===== config.mk =====
export PLATFORM = sky130hd
export DESIGN_NAME = spi_slave_shifter
export DESIGN_NICKNAME = d
export VERILOG_FILES = /design/src/rtl/spi_slave_shifter_pkg.sv /design/src/rtl/spi_slave_shifter_edge_detect.sv /design/src/rtl/spi_slave_shifter.sv
export SDC_FILE = /design/constraint.sdc
export NUM_CORES = 1
export LEC_CHECK = 0
export BUFFER_PORTS_ARGS = -buffer_cell sky130_fd_sc_hd__buf_2
export CORE_UTILIZATION = 25
export CTS_CLUSTER_SIZE = 14
export DETAILED_ROUTE_END_ITERATION = 7
export GPL_ROUTABILITY_DRIVEN = 0
export PLACE_DENSITY = 0.41
export SYNTH_ARGS = -nofsm -noshare
export SYNTH_HDL_FRONTEND = slang
export SYNTH_SLANG_ARGS = --single-unit

===== constraint.sdc =====
create_clock -name clk -period 2.4 [get_ports clk]
set_clock_uncertainty 0.2 [all_clocks]
set_input_delay 0.12 -clock clk [delete_from_list [all_inputs] [get_ports clk]]
set_output_delay 0.12 -clock clk [all_outputs]
set_load 0.02 [all_outputs]

===== src/rtl/spi_slave_shifter_pkg.sv =====
// -----------------------------------------------------------------------------
// spi_slave_shifter_pkg
// Shared constants for the SPI slave shift engine: default word width, default
// MISO fill word and the FSM state encodings.
// No ports (package).
// -----------------------------------------------------------------------------
package spi_slave_shifter_pkg;

  localparam int          SPI_WIDTH_DEFAULT   = 8;
  localparam logic [31:0] SPI_TX_FILL_DEFAULT = 32'hFFFF_FFFF;

  localparam logic [0:0]  ST_IDLE   = 1'b0;
  localparam logic [0:0]  ST_ACTIVE = 1'b1;

endpackage


===== src/rtl/spi_slave_shifter_edge_detect.sv =====
// -----------------------------------------------------------------------------
// spi_slave_shifter_edge_detect
// One-flop delay of an already-synchronised signal with combinational rise and
// fall pulses derived from the current and delayed values.
// Ports:
//   clk   in  1  system clock, posedge
//   rst   in  1  synchronous active-high reset (delay flop cleared to 0)
//   sig   in  1  synchronised input signal
//   rise  out 1  sig is 1 now and was 0 last cycle
//   fall  out 1  sig is 0 now and was 1 last cycle
// -----------------------------------------------------------------------------
module spi_slave_shifter_edge_detect
  import spi_slave_shifter_pkg::*;
(
  input  logic clk,
  input  logic rst,
  input  logic sig,
  output logic rise,
  output logic fall
);

  logic sig_d;

  // Clearing the delay flop to 0 means a chip select that is already low
  // when reset releases never looks like a falling edge, so a frame
  // interrupted by reset is not resumed half-way through.
  always_ff @(posedge clk) begin
    if (rst) begin
      sig_d <= 1'b0;
    end else begin
      sig_d <= sig;
    end
  end

  assign rise = sig & ~sig_d;
  assign fall = ~sig & sig_d;

endmodule


===== src/rtl/spi_slave_shifter.sv =====
// -----------------------------------------------------------------------------
// spi_slave_shifter
// SPI mode-0 slave shift engine running entirely in the clk domain. It takes
// synchronised SCLK/MOSI/CS_N, assembles WIDTH-bit MOSI words (one rx_valid
// pulse each) and serialises user tx words onto MISO.
// Ports:
//   clk          in  1      system clock, posedge
//   rst          in  1      synchronous active-high reset
//   sclk_sync    in  1      synchronised SPI clock
//   mosi_sync    in  1      synchronised MOSI
//   cs_n_sync    in  1      synchronised chip select, active low
//   miso         out 1      serial data out (0 outside a frame)
//   cs_active    out 1      high while a frame is in progress
//   rx_data      out WIDTH  last completed received word
//   rx_valid     out 1      pulse: rx_data updated this cycle
//   tx_data      in  WIDTH  next word to transmit
//   tx_valid     in  1      tx_data is valid
//   tx_ready     out 1      pulse: tx word latched this cycle
//   tx_underrun  out 1      pulse: latched with tx_valid low, TX_FILL sent
//   frame_abort  out 1      pulse: CS released mid-word
// -----------------------------------------------------------------------------
module spi_slave_shifter
  import spi_slave_shifter_pkg::*;
#(
  parameter int               WIDTH     = SPI_WIDTH_DEFAULT,
  parameter bit               MSB_FIRST = 1'b1,
  parameter logic [WIDTH-1:0] TX_FILL   = SPI_TX_FILL_DEFAULT[WIDTH-1:0]
) (
  input  logic             clk,
  input  logic             rst,
  input  logic             sclk_sync,
  input  logic             mosi_sync,
  input  logic             cs_n_sync,
  output logic             miso,
  output logic             cs_active,
  output logic [WIDTH-1:0] rx_data,
  output logic             rx_valid,
  input  logic [WIDTH-1:0] tx_data,
  input  logic             tx_valid,
  output logic             tx_ready,
  output logic             tx_underrun,
  output logic             frame_abort
);

  localparam int               CNT_W    = $clog2(WIDTH + 1);
  localparam logic [CNT_W-1:0] LAST_BIT = CNT_W'(WIDTH - 1);

  logic             sclk_rise;
  logic             sclk_fall;
  logic             cs_rise;
  logic             cs_fall;

  logic [0:0]       state;
  logic [CNT_W-1:0] bit_cnt;
  logic [WIDTH-1:0] rx_shift;
  logic [WIDTH-1:0] tx_shift;
  logic             word_done;

  logic [WIDTH-1:0] rx_next;
  logic [WIDTH-1:0] tx_shifted;
  logic             tx_load;

  spi_slave_shifter_edge_detect u_sclk_edge (
    .clk  (clk),
    .rst  (rst),
    .sig  (sclk_sync),
    .rise (sclk_rise),
    .fall (sclk_fall)
  );

  spi_slave_shifter_edge_detect u_cs_edge (
    .clk  (clk),
    .rst  (rst),
    .sig  (cs_n_sync),
    .rise (cs_rise),
    .fall (cs_fall)
  );

  assign rx_next    = MSB_FIRST ? {rx_shift[WIDTH-2:0], mosi_sync}
                                : {mosi_sync, rx_shift[WIDTH-1:1]};
  assign tx_shifted = MSB_FIRST ? {tx_shift[WIDTH-2:0], 1'b0}
                                : {1'b0, tx_shift[WIDTH-1:1]};

  // A tx word is loaded at the start of a frame and on the first SCLK fall
  // after each completed word. A simultaneous cs_rise cancels the fall-side
  // load because the frame is ending. Gated by rst so the handshake pulses
  // stay low while the block is being reset.
  assign tx_load = ~rst & (((state == ST_IDLE) & cs_fall) |
                           ((state == ST_ACTIVE) & ~cs_rise & sclk_fall & word_done));

  assign tx_ready    = tx_load;
  assign tx_underrun = tx_load & ~tx_valid;

  assign cs_active = (state == ST_ACTIVE);
  assign miso      = cs_active & (MSB_FIRST ? tx_shift[WIDTH-1] : tx_shift[0]);

  always_ff @(posedge clk) begin
    if (rst) begin
      state       <= ST_IDLE;
      bit_cnt     <= '0;
      rx_shift    <= '0;
      tx_shift    <= '0;
      word_done   <= 1'b0;
      rx_data     <= '0;
      rx_valid    <= 1'b0;
      frame_abort <= 1'b0;
    end else begin
      rx_valid    <= 1'b0;
      frame_abort <= 1'b0;

      if (tx_load) begin
        tx_shift <= tx_valid ? tx_data : TX_FILL;
      end

      if (state == ST_IDLE) begin
        if (cs_fall) begin
          state     <= ST_ACTIVE;
          bit_cnt   <= '0;
          rx_shift  <= '0;
          word_done <= 1'b0;
        end
      end else begin
        // cs_rise takes priority over any SCLK edge seen in the same cycle,
        // so a word finishing exactly as CS releases is dropped.
        if (cs_rise) begin
          state       <= ST_IDLE;
          frame_abort <= (bit_cnt != '0);
          bit_cnt     <= '0;
          word_done   <= 1'b0;
        end else begin
          if (sclk_rise) begin
            rx_shift <= rx_next;
            if (bit_cnt == LAST_BIT) begin
              rx_data   <= rx_next;
              rx_valid  <= 1'b1;
              bit_cnt   <= '0;
              word_done <= 1'b1;
            end else begin
              bit_cnt <= bit_cnt + CNT_W'(1);
            end
          end
          // The fall after a completed word is the load point (handled by
          // tx_load above) instead of a shift.
          if (sclk_fall) begin
            if (word_done) begin
              word_done <= 1'b0;
            end else begin
              tx_shift <= tx_shifted;
            end
          end
        end
      end
    end
  end

endmodule


==> run metrics <==
Total Wirelength=around 3.7 mm; Detail Route Antenna Nets=0; R2R Path End=tx_shift[3]$_SDFF_PP0_; maximum VDD drop=around 250 uV; Max-slew headroom=67.1%; CTS buffer count=5; worst-margin pin slew=~0.49 ns; Mapped Cells=between 150 and 200; TritonCTS clock tree=done; worst-skew pair later-pin latency=roughly 0.28 ns; die width=slightly above 80 um; setup violators final=0; clk root buf=clkbuf_8; vias in the first global route=~1400; HP Start=tx_data[0]; initial antenna violation count=0; Startpoint Class=input pin; EDFF count, synth=0; Slew Limit Fails=0; count of cell types in the netlist=37; routed vias/inst=4.62; worst-path cell chain=dlygate4sd3_1 > buf_2 > or4b_1 > o31a_4 > nor2_1 > buf_2; gr usage total=between 10% and 20%; Mapped Area=1570 um2; Final Cycle Share=a little over nine tenths; layout cells sized above 1=24.1%; status=finished, final reports clean; Row Count=28; Initial Utilization=26.2%; critical path buffer and inverter count=3; initial DRC count=62; Post-Syn Nets=between 150 and 200; Syn. warnings=0; Layout area overhead=29.3%; global-route wire length before repair=between 6 and 7 mm; unrepaired setup endpoints after global routing=false; Vias=about 1300; top-area cell type share of the netlist area=42.1%; largest area contributor in the netlist=dfxtp_1; P per Cell Area=574 nW/um2; synthesis-stage register bit count=33; hold crit path type=input pin to flop; max-cap violation count=0; postcts setup bufs=0; H-tree levels=2; Die Y=approximately 81 um; slowest CP cell=or4b_1; sequential area share after synthesis=about 42%; Worst Path Arrival=between 1.5 and 2 ns; routed length per instance=12.7 um; Fmax achieved=approximately 0.43 GHz; ys async rst share=0%; ANT cells=0; CORE AREA=between 5000 and 6000 um2; setup_tns=0 ns; Sink Count=33; R2R cell count=4; Area contributors post-synth=dfxtp_1 42%, mux2i_1 9.6%, o311ai_0 3.9%; DRC violations left=0; clock buffer depth=2; pre-CTS WS=roughly 0.51 ns; HPWL after DPL=2.55 mm; syn_area_per_cell=9.01 um2; reg2reg setup slack=0.48 ns; Crit. End Element=output port; I/O Pins=28; leakage power=~0.8 nW; Max FO, Critical Path=9; final worst slack=approximately 0.1 ns; CP most frequent cell=buf_2; CP required=approximately 2.1 ns; hold path depth=3; final-stage net count=232; DIE AREA=~6600 um2; total gr overflow=0; WHS Endpoint=tx_shift[0]$_SDFF_PP0_; Worst path max stage delay=roughly 0.67 ns; Pre-Repair DR Iteration Count=4; RR Startpoint=cs_active$_SDFF_PP0_; CP Class=input pin to output port; Clk pin slew, worst setup/hold paths=approximately 0.060 ns; Buffers on Ports=27; delay-heaviest family, CP=buffers and inverters; ys flop type=dfxtp_1; fin crit period=2.30 ns; Final Hold Violating Endpoints=0; largest net degree at the start of global routing=29
-- cells in the mapped netlist, types with 2 or more instances --
cell type	instances
a31oi_1	2
or2_2	6
nand2_1	9
nand2b_1	7
o311ai_1	7
buf_2	2
a21oi_1	9
inv_1	15
clkbuf_1	6
ha_1	2
o21ai_0	4
nand3b_1	2
nand3_1	5
mux2i_1	15
nor2_1	15
nor4_1	2
dfxtp_1	33
a2111oi_0	3
o311ai_0	7
nor2b_1	6
-- per-layer routing --
metal,wire [um],GRT usage (%),up-vias
met1,1980,17.6,605
li1,-,-,712
met5,0,0,-
met3,163,3.26,2
met4,15,3.75,0
met2,1540,19.6,24
-- metrics by stage --
stage | instances | cell area [um2] | util (%) | hold slack [ns] | total power (W)
floorplan | 174 | 1570 | - | 0.0482 | 0.000628
global placement | 273 | 1810 | 30.2 | 0.192 | 0.000663
detailed placement | 273 | 1810 | 30.2 | 0.188 | 0.000661
CTS | 291 | 2020 | 33.8 | 0.0310 | 0.00119
global route | 291 | 2030 | 33.8 | 0.0499 | 0.00123
finish | 291 | 2030 | 33.8 | 0.0426 | 0.00116
-- what timing repair did --
item	4_1_cts	5_1_grt
setup endpoints to repair	0	2
endpoints found under the hold margin	14	0
gates resized for setup	0	1
hold buffers	11	0
-- sequential cells by signal (all words and copies together) (netlist names) --
register	count
bit_cnt	4
cs_active	1
frame_abort	1
rx_data	8
rx_shift	7
rx_valid	1
tx_shift	8
u_cs_edge.sig_d	1
u_sclk_edge.sig_d	1
word_done	1
-- worst max-delay path by stage --
stage	start	to	slack, ns	cells after the start
after floorplan	cs_active$_SDFF_PP0_	tx_shift[3]$_SDFF_PP0_	0.62	5
after global routing	rst	tx_underrun	0.006	6
after detailed placement	cs_active$_SDFF_PP0_	tx_shift[5]$_SDFF_PP0_	0.51	4
final	rst	tx_underrun	0.1	6
after global placement	cs_active$_SDFF_PP0_	tx_shift[7]$_SDFF_PP0_	0.53	4
after CTS	cs_n_sync	tx_underrun	0.09	7
-- worst min-delay path: stages --
cell	delay [ns]
buf_2	0.10
nor3_1	0.15
a2111oi_0	0.09
-- where the power goes --
| group | switching (W) | leakage [nW] | total [W] | internal, W |
|---|---|---|---|---|
| Clock | 0.000199 | 0.0540 | 0.000500 | 0.000302 |
| Combinational | 0.0000535 | 0.458 | 0.000101 | 0.0000471 |
| Sequential | 0.00000610 | 0.267 | 0.000562 | 0.000555 |
-- area by class of cell --
cell class,count,area [um2]
fillers,633,3960
multi-input cells,117,822
flip-flops and latches,33,661
repair buffers,44,290
well taps,75,93.8
clock buffers,5,68.8
inverters,15,56.3
clock inverters,2,35.0
-- cells in the final DEF, fill, tap and decap left out, types with 2 or more instances in the layout --
master | Yosys | final
o21ai_0 | 4 | 4
a21oi_1 | 9 | 9
buf_4 | 0 | 6
nor2b_1 | 6 | 5
a2111oi_0 | 3 | 3
buf_2 | 2 | 27
mux2i_1 | 15 | 15
ha_1 | 2 | 2
nand3b_1 | 2 | 2
inv_1 | 15 | 15
dlygate4sd3_1 | 0 | 11
nand2_1 | 9 | 9
dfxtp_1 | 33 | 33
nor2_1 | 15 | 15
or2_2 | 6 | 6
clkbuf_8 | 0 | 5
a31oi_1 | 2 | 2
nand2b_1 | 7 | 7
o311ai_0 | 7 | 7
nand3_1 | 5 | 5
o311ai_1 | 7 | 7
-- cells by family (layout without fill, tap and decap cells) --
group                    after synthesis  after routing  share of synthesized area, %
AND/OR/NAND/NOR                       62             62                          22.3
multiplexers                          15             15                          9.58
buffers and inverters                 24             66                          5.98
adder cells (fa/ha/maj)                3              3                          2.23
flip-flops                            33             33                          42.1
AO/OA/AOI/OAI                         37             37                          17.8
Power figures use the tool's default switching activity.
